## config.mk

```make
export PLATFORM = sky130hd
export DESIGN_NAME = jtag_tap_param_flat
export DESIGN_NICKNAME = d
export VERILOG_FILES = /design/src/rtl/jtag_tap_param_if.sv /design/src/rtl/jtag_tap_param.sv /design/src/flat_wrapper.sv
export SDC_FILE = /design/constraint.sdc
export NUM_CORES = 1
export LEC_CHECK = 0
export ABC_CLOCK_PERIOD_IN_PS = 2660
export CAP_MARGIN = 25
export CORE_ASPECT_RATIO = 2
export CORE_UTILIZATION = 48
export CTS_BUF_LIST = sky130_fd_sc_hd__clkbuf_8 sky130_fd_sc_hd__clkbuf_16
export CTS_CLUSTER_DIAMETER = 150
export DETAILED_ROUTE_END_ITERATION = 8
export PLACE_DENSITY = 0.71
export SYNTH_ARGS = -nofsm -noshare
export SYNTH_HDL_FRONTEND = slang
export SYNTH_SLANG_ARGS = --single-unit
```

## constraint.sdc

```tcl
create_clock -name TCK -period 2.66 [get_ports TCK]
set_input_delay 0.798 -clock TCK [delete_from_list [all_inputs] [get_ports TCK]]
set_output_delay 0.798 -clock TCK [all_outputs]
set_load 0.03 [all_outputs]
```

## src/rtl/jtag_tap_param_if.sv

```systemverilog
// JTAG pin and USER parallel-port bundle between a TAP driver and the TAP controller.
// Pure wiring; no latency and no backpressure (TCK-paced).
interface jtag_tap_param_if #(
  parameter int IR_WIDTH   = 4,
  parameter int USER_WIDTH = 16
);
  logic                  TMS;
  logic                  TDI;
  logic                  TDO;
  logic                  TDO_EN;
  logic [USER_WIDTH-1:0] USER_CAPTURE_DATA;
  logic [USER_WIDTH-1:0] USER_UPDATE_DATA;
  logic                  USER_UPDATE_STB;
  logic [3:0]            STATE;
  logic [IR_WIDTH-1:0]   IR_OUT;

  modport master (
    output TMS, TDI, USER_CAPTURE_DATA,
    input  TDO, TDO_EN, USER_UPDATE_DATA, USER_UPDATE_STB, STATE, IR_OUT
  );

  modport slave (
    input  TMS, TDI, USER_CAPTURE_DATA,
    output TDO, TDO_EN, USER_UPDATE_DATA, USER_UPDATE_STB, STATE, IR_OUT
  );
endinterface

```

## src/rtl/jtag_tap_param.sv

```systemverilog
// Parametrised 1149.1 TAP with IR, BYPASS, IDCODE and a USER register with parallel capture/update.
// State/shift regs move on posedge TCK, TDO and update outputs on negedge; no backpressure (TCK-paced).
module jtag_tap_param #(
  parameter int                  IR_WIDTH     = 4,
  parameter logic [31:0]         IDCODE_VALUE = 32'hF0F0_F0F1,
  parameter int                  USER_WIDTH   = 16,
  parameter logic [IR_WIDTH-1:0] IDCODE_OPC   = IR_WIDTH'(1),
  parameter logic [IR_WIDTH-1:0] USER_OPC     = IR_WIDTH'(2)
) (
  input logic             TCK,
  input logic             TRST_N,
  jtag_tap_param_if.slave tap
);

  localparam logic [3:0] S_TLR    = 4'h0;
  localparam logic [3:0] S_UPD_IR = 4'h1;
  localparam logic [3:0] S_EX2_IR = 4'h2;
  localparam logic [3:0] S_PAU_IR = 4'h3;
  localparam logic [3:0] S_EX1_IR = 4'h4;
  localparam logic [3:0] S_SH_IR  = 4'h5;
  localparam logic [3:0] S_CAP_IR = 4'h6;
  localparam logic [3:0] S_SEL_IR = 4'h7;
  localparam logic [3:0] S_UPD_DR = 4'h8;
  localparam logic [3:0] S_EX2_DR = 4'h9;
  localparam logic [3:0] S_PAU_DR = 4'hA;
  localparam logic [3:0] S_EX1_DR = 4'hB;
  localparam logic [3:0] S_SH_DR  = 4'hC;
  localparam logic [3:0] S_CAP_DR = 4'hD;
  localparam logic [3:0] S_SEL_DR = 4'hE;
  localparam logic [3:0] S_RTI    = 4'hF;

  localparam logic [IR_WIDTH-1:0] IR_CAPTURE = IR_WIDTH'(1);

  logic [3:0]            state, state_nxt;
  logic [IR_WIDTH-1:0]   ir_sr, ir_shifted, ir_out;
  logic                  bypass_sr;
  logic [31:0]           idcode_sr;
  logic [USER_WIDTH-1:0] user_sr, user_shifted, user_upd_dat;
  logic                  user_upd_stb;
  logic                  tdo, tdo_en;
  logic                  sel_idcode, sel_user, dr_tdo;

  always_comb begin
    state_nxt = state;
    case (state)
      S_TLR:    state_nxt = tap.TMS ? S_TLR    : S_RTI;
      S_RTI:    state_nxt = tap.TMS ? S_SEL_DR : S_RTI;
      S_SEL_DR: state_nxt = tap.TMS ? S_SEL_IR : S_CAP_DR;
      S_CAP_DR: state_nxt = tap.TMS ? S_EX1_DR : S_SH_DR;
      S_SH_DR:  state_nxt = tap.TMS ? S_EX1_DR : S_SH_DR;
      S_EX1_DR: state_nxt = tap.TMS ? S_UPD_DR : S_PAU_DR;
      S_PAU_DR: state_nxt = tap.TMS ? S_EX2_DR : S_PAU_DR;
      S_EX2_DR: state_nxt = tap.TMS ? S_UPD_DR : S_SH_DR;
      S_UPD_DR: state_nxt = tap.TMS ? S_SEL_DR : S_RTI;
      S_SEL_IR: state_nxt = tap.TMS ? S_TLR    : S_CAP_IR;
      S_CAP_IR: state_nxt = tap.TMS ? S_EX1_IR : S_SH_IR;
      S_SH_IR:  state_nxt = tap.TMS ? S_EX1_IR : S_SH_IR;
      S_EX1_IR: state_nxt = tap.TMS ? S_UPD_IR : S_PAU_IR;
      S_PAU_IR: state_nxt = tap.TMS ? S_EX2_IR : S_PAU_IR;
      S_EX2_IR: state_nxt = tap.TMS ? S_UPD_IR : S_SH_IR;
      S_UPD_IR: state_nxt = tap.TMS ? S_SEL_DR : S_RTI;
      default:  state_nxt = S_TLR;
    endcase
  end

  // Anything that is neither IDCODE nor USER falls back to BYPASS.
  assign sel_idcode = (ir_out == IDCODE_OPC);
  assign sel_user   = (ir_out == USER_OPC) && !sel_idcode;
  assign dr_tdo     = sel_idcode ? idcode_sr[0] : (sel_user ? user_sr[0] : bypass_sr);

  // Shift-right with TDI into the MSB; written this way so width 1 works too.
  always_comb begin
    ir_shifted                 = ir_sr >> 1;
    ir_shifted[IR_WIDTH-1]     = tap.TDI;
    user_shifted               = user_sr >> 1;
    user_shifted[USER_WIDTH-1] = tap.TDI;
  end

  always_ff @(posedge TCK or negedge TRST_N) begin
    if (!TRST_N) begin
      state     <= S_TLR;
      ir_sr     <= '0;
      bypass_sr <= 1'b0;
      idcode_sr <= '0;
      user_sr   <= '0;
    end else begin
      state <= state_nxt;
      case (state)
        S_TLR: begin
          ir_sr     <= '0;
          bypass_sr <= 1'b0;
          idcode_sr <= '0;
          user_sr   <= '0;
        end
        S_CAP_IR: ir_sr <= IR_CAPTURE;
        S_SH_IR:  ir_sr <= ir_shifted;
        S_CAP_DR: begin
          if (sel_idcode)    idcode_sr <= IDCODE_VALUE;
          else if (sel_user) user_sr   <= tap.USER_CAPTURE_DATA;
          else               bypass_sr <= 1'b0;
        end
        S_SH_DR: begin
          if (sel_idcode)    idcode_sr <= {tap.TDI, idcode_sr[31:1]};
          else if (sel_user) user_sr   <= user_shifted;
          else               bypass_sr <= tap.TDI;
        end
        default: ;
      endcase
    end
  end

  // Negedge side: TDO launch, instruction latch and USER update strobe.
  always_ff @(negedge TCK or negedge TRST_N) begin
    if (!TRST_N) begin
      ir_out       <= IDCODE_OPC;
      tdo          <= 1'b0;
      tdo_en       <= 1'b0;
      user_upd_dat <= '0;
      user_upd_stb <= 1'b0;
    end else begin
      tdo_en       <= 1'b0;
      user_upd_stb <= 1'b0;
      case (state)
        S_TLR: begin
          ir_out <= IDCODE_OPC;
          tdo    <= 1'b0;
        end
        S_SH_IR: begin
          tdo    <= ir_sr[0];
          tdo_en <= 1'b1;
        end
        S_SH_DR: begin
          tdo    <= dr_tdo;
          tdo_en <= 1'b1;
        end
        S_UPD_IR: ir_out <= ir_sr;
        S_UPD_DR: begin
          if (sel_user) begin
            user_upd_dat <= user_sr;
            user_upd_stb <= 1'b1;
          end
        end
        default: ;
      endcase
    end
  end

  assign tap.STATE            = state;
  assign tap.IR_OUT           = ir_out;
  assign tap.TDO              = tdo;
  assign tap.TDO_EN           = tdo_en;
  assign tap.USER_UPDATE_DATA = user_upd_dat;
  assign tap.USER_UPDATE_STB  = user_upd_stb;

endmodule
```

## src/flat_wrapper.sv

```systemverilog
// flat-port wrapper written by rule: the top's interface ports become plain ports
module jtag_tap_param_flat 
#(
  parameter int                  IR_WIDTH     = 4,
  parameter logic [31:0]         IDCODE_VALUE = 32'hF0F0_F0F1,
  parameter int                  USER_WIDTH   = 16,
  parameter logic [IR_WIDTH-1:0] IDCODE_OPC   = IR_WIDTH'(1),
  parameter logic [IR_WIDTH-1:0] USER_OPC     = IR_WIDTH'(2)
)
  (TCK, TRST_N, tap_TMS, tap_TDI, tap_USER_CAPTURE_DATA, tap_TDO, tap_TDO_EN, tap_USER_UPDATE_DATA, tap_USER_UPDATE_STB, tap_STATE, tap_IR_OUT);
  jtag_tap_param_if #(.IR_WIDTH(IR_WIDTH), .USER_WIDTH(USER_WIDTH)) tap_i ();
  input logic TCK;
  input logic TRST_N;
  input wire logic [$bits(tap_i.TMS)-1:0] tap_TMS;
  input wire logic [$bits(tap_i.TDI)-1:0] tap_TDI;
  input wire logic [$bits(tap_i.USER_CAPTURE_DATA)-1:0] tap_USER_CAPTURE_DATA;
  output wire logic [$bits(tap_i.TDO)-1:0] tap_TDO;
  output wire logic [$bits(tap_i.TDO_EN)-1:0] tap_TDO_EN;
  output wire logic [$bits(tap_i.USER_UPDATE_DATA)-1:0] tap_USER_UPDATE_DATA;
  output wire logic [$bits(tap_i.USER_UPDATE_STB)-1:0] tap_USER_UPDATE_STB;
  output wire logic [$bits(tap_i.STATE)-1:0] tap_STATE;
  output wire logic [$bits(tap_i.IR_OUT)-1:0] tap_IR_OUT;
  assign tap_i.TMS = tap_TMS;
  assign tap_i.TDI = tap_TDI;
  assign tap_i.USER_CAPTURE_DATA = tap_USER_CAPTURE_DATA;
  assign tap_TDO = tap_i.TDO;
  assign tap_TDO_EN = tap_i.TDO_EN;
  assign tap_USER_UPDATE_DATA = tap_i.USER_UPDATE_DATA;
  assign tap_USER_UPDATE_STB = tap_i.USER_UPDATE_STB;
  assign tap_STATE = tap_i.STATE;
  assign tap_IR_OUT = tap_i.IR_OUT;
  jtag_tap_param #(.IR_WIDTH(IR_WIDTH), .IDCODE_VALUE(IDCODE_VALUE), .USER_WIDTH(USER_WIDTH), .IDCODE_OPC(IDCODE_OPC), .USER_OPC(USER_OPC)) u_core (.TCK(TCK), .TRST_N(TRST_N), .tap(tap_i));
endmodule
```

Yosys cells after proc, flatten, opt, wreduce, memory -nomap -nowiden
Cells that the tools add are included.

storage, ports and cells
  bits in registers = 80
  input port bits = 20
  output and inout port bits = 27

operators by class
  eq/ne operators = 25
  mux-type cells = 34
  reductions and logical operators = 15

operators by type and width
  kind                                            count
  case mux 32 bit (3 select lines)                1
  2-to-1 mux 16 bit                               4
  2-to-1 mux 32 bit                               2
  case mux 16 bit (3 select lines)                1
  case mux 4 bit (12 select lines)                1
  == test 4 bit (second input constant)           8
  == test 4 x 3 -> 1 bit (second input constant)  4
  == test 4 x 2 -> 1 bit (second input constant)  3
  2-to-1 mux 1 bit                                12
  2-to-1 mux 3 bit                                4
  case mux 4 bit (3 select lines)                 1
  AND reduction 5 bit                             2
  nonzero test 3 bit                              3
  == test 4 x 1 -> 1 bit (second input constant)  2
  2-to-1 mux 4 bit                                2
  != test 2 x 1 -> 1 bit (second input constant)  4
  != test 2 bit (second input constant)           4
  case mux 4 bit (2 select lines)                 1
  2-to-1 mux 2 bit                                3
  case mux 1 bit (3 select lines)                 2
  OR reduction 2 bit                              3
  zero test 4 bit                                 1
  AND reduction 3 bit                             1
  OR reduction 3 bit                              1
  other kinds (4)                                 4

Logic depth before layout (Yosys ltp)
  depth in word-level cells = 6
  gate-level depth with buffers = 7
  mapped depth without buffers = 4

==> reports/qor.csv <==
stage;metric;value;unit
pwr;Pwr Total;5.97;mW
die;Core Area;0.00754;sq mm
routing;via count;2979;
setup_path;CP startpoint kind;register;
placement;placed cells;500;
sta;Final Hold Slack;0.457;ns
pwr;internal power;3.68;mW
run_status;status;complete, but fails checks;
pwr;leakage;2.40;nW
die;Die Span X;64.1;um
min_path;Hold/Removal Path Class;input pin to asynchronous set/reset pin;
global_route;largest net degree at the start of global routing;34;
yosys;Post-Synth XOR/XNOR Area;0.237;%
die;die span in y;126;um
sta;slew margin rel.;53.2;%
global_route;antenna violations before repair;0;
yosys;Synth Cell Area;0.00370;sq mm
pwr;Cell Pwr Density;1140;mW/mm^2
cells_and_area;Core Util, Final;69.3;%
die;IO Count;47;
sta;Hold Fails Final Rpt;0;
pwr;P_sw;2.30;mW
yosys;biggest area consumer among synthesized cells;dfrtp_1;
cts;Clock Pin Slew Worst Setup and Hold Paths;0.07;ns
yosys;Post-Syn Nets;375;
cts;clock tree from TritonCTS;built;
sta;worst-margin pin slew;0.696;ns
cells_and_area;fin nets;460;
global_route;GRT Util Overall;24.3;%
cts;Clk Latency, worst-skew pair;0.39;ns
sta;Worst Skew;0.0556;ns
setup_path;path depth of the worst reg2reg path;6;
die;Site Rows;45;
die;Starting Density;49.1;%
global_route;Overflow after GRT;0;
sta;Setup WS post-layout;-0.600;ns
cells_and_area;# fillers;551;
sta;RSZ-0062 raised after global routing;yes;
yosys;compound-gate portion of the synthesized area;15.0;%
run_status;failing checks;setup timing;
routing;TritonRoute pass-1 iters;4;
die;Die ar.;0.00809;sq mm
yosys;synthesis-stage register bit count;80;
yosys;top-count cell post-synth;nand2_1;
cts;number of hold buffers added after CTS;0;
yosys;Primary FF master, synth;dfrtp_1;
cts;clock root cell;clkbuf_16;
cts;H-tree depth;3;
placement;Place WS;-0.506;ns
setup_path;reg2reg end;u_core.idcode_sr[8];
pwr;Net Sw Frac;38.4;%
yosys;Synth top area share;38.5;%
routing;drt drc;0;
yosys;synth unique cells;42;
yosys;syn_area_per_cell;10.4;sq um
yosys;mux cell area share after synthesis;9.73;%
setup_path;CP required;1.86;ns
sta;count of final setup violators;89;
pwr;VDD IR max;0.577;mV
setup_path;worst endpoint data arrival time;2.46;ns
cts;CTS max path bufs;2;
yosys;simple-gate share of the synthesized area;16.3;%
routing;routed wire length;9.33;mm
pwr;clock power share;22.6;%
setup_path;worst setup path start;u_core.tap.IR_OUT[0];
cells_and_area;Area growth, synth to finish;41.2;%
job;Max Cap Viol;0;
cells_and_area;fraction of layout cells with a size suffix above 1;39.3;%
yosys;register area share after synthesis;54.1;%
yosys;synth top area cells;dfrtp_1 (39%), dfrtn_1 (15%), nand2_1 (6.0%);
yosys;synth warn;0;
cells_and_area;Antenna Cells;0;
placement;GP Congestion;0.816;
setup_path;setup slack, reg-to-reg;-0.55;ns
setup_path;Crit Path Max Fanout;2;
yosys;largest family of logic cells by synthesized area;simple AND/OR/NAND/NOR gates;
placement;input/output buffers;46;
routing;post-DR wirelength/cell;17.3;um
global_route;vias in the first global route;3110;
setup_path;Worst Setup EP;tap_IR_OUT[0];
pwr;sequential power share;30.5;%
routing;1st-iter DRT viols;135;
global_route;global-route wire length before repair;15.0;mm
setup_path;CP Class;register to output port;
yosys;synth cell count leaders;nand2_1 (59), dfrtp_1 (57), o21ai_0 (44), nor2_1 (24), dfrtn_1 (22);
cells_and_area;Layout Cells excl Fill;539;
yosys;number of synthesized flops with an enable pin;0;
yosys;Syn Inst Count;355;
routing;DR vias/cell;5.53;
yosys;adder-cell share of the synthesized area;0.270;%
setup_path;Worst R2R Start;u_core.tap.IR_OUT[0];
sta;final count of pins violating max slew;0;
cts;clock sink count;80;
yosys;Post-synth ARST share;100;%
pwr;combinational power share;47.0;%
setup_path;CP endpoint kind;output port;
cts;Num CTS Buffers;9;
placement;placed wire-length estimate;5.81;mm
routing;ANT nets after route;0;
[worst min path at each step]
stage | from | to | depth (start not counted)
floorplan | u_core.idcode_sr[10] | u_core.idcode_sr[10] | 2
global placement | u_core.tap.USER_UPDATE_DATA[10] | u_core.tap.USER_UPDATE_DATA[10] | 1
detailed placement | u_core.tap.USER_UPDATE_DATA[10] | u_core.tap.USER_UPDATE_DATA[10] | 1
CTS | TRST_N | u_core.idcode_sr[0] | 2
global route | TRST_N | u_core.idcode_sr[0] | 2
finish | TRST_N | u_core.idcode_sr[0] | 2
[sequential cells by signal, indices dropped and copies added, names as in the netlist, 4 cells and up]
register	cells
u_core.ir_sr	4
u_core.tap.USER_UPDATE_DATA	16
u_core.tap.STATE	4
u_core.tap.IR_OUT	4
u_core.idcode_sr	32
u_core.user_sr	16
[power groups by stage]
stage	registers (mW)	clock network, mW	logic (mW)
final	1.82	1.35	2.81
after floorplan	1.91	0.00470	1.49
after global placement	1.80	0.00470	2.19
after global routing	1.86	1.39	3.02
after detailed placement	1.81	0.00470	2.24
after CTS	1.81	1.35	2.65
[final cells by class]
| cell class | instances | area [sq um] | share of cell area (%) |
|---|---|---|---|
| clock buffers | 10 | 250 | 4.79 |
| well taps | 94 | 118 | 2.25 |
| repair buffers | 99 | 1030 | 19.7 |
| multi-input cells | 243 | 1720 | 33.0 |
| inverters | 6 | 22.5 | 0.431 |
| flip-flops and latches | 80 | 2010 | 38.4 |
| clock inverters | 7 | 73.8 | 1.41 |
[cell usage in the layout, fill, tap and decap left out, types with 7 or more instances in the layout]
cell type | Yosys | layout
dfrtp_1 | 57 | 53
nand2_1 | 59 | 50
buf_6 | 3 | 36
buf_4 | 0 | 35
o21ai_1 | 0 | 32
nor2_1 | 24 | 23
dfrtn_1 | 22 | 22
clkdlybuf4s50_1 | 0 | 21
o21ai_2 | 17 | 19
mux2i_1 | 18 | 17
mux2_2 | 16 | 16
nand3_2 | 14 | 14
clkbuf_16 | 0 | 11
o21ai_0 | 44 | 10
nand2_2 | 0 | 9
inv_1 | 7 | 7
[worst max-delay path, stage by stage (launching register included)]
cell and delay, ns:
dfstp_2 0.52, buf_6 0.10, buf_6 0.12
[stage by stage]
step	TNS (ns)	instance area (sq um)
6_report	-31.83	5230
2_1_floorplan	-28.62	3810
3_3_place_gp	-19.17	4410
5_1_grt	-37.73	5230
4_1_cts	-31.04	5100
3_5_place_dp	-20.57	4410
[layer usage]
metal / track usage, % / up-vias / share of wire, %
li1: - / 1401 / -
met5: 0 / - / 0
met2: 43.4 / 79 / 56
met4: 12.3 / 0 / 3.6
met3: 5.07 / 28 / 2.9
met1: 26.6 / 1471 / 38
[what timing repair did]
action	in CTS	in global routing
gates cloned	4	1
pin swaps	12	22
gates resized for setup	56	26
buffers inserted	13	5
setup endpoints to repair	92	92
[kinds of logic (layout without fill, tap and decap cells)]
| kind of cell | after synthesis | in the layout |
|---|---|---|
| compound gates | 86 | 86 |
| xor+xnor | 1 | 1 |
| fa+ha+maj | 1 | 1 |
| buf+inv | 34 | 122 |
| flops | 80 | 80 |
| mux | 34 | 34 |
| simple gates | 119 | 121 |
(Power assumes the default switching activity.)
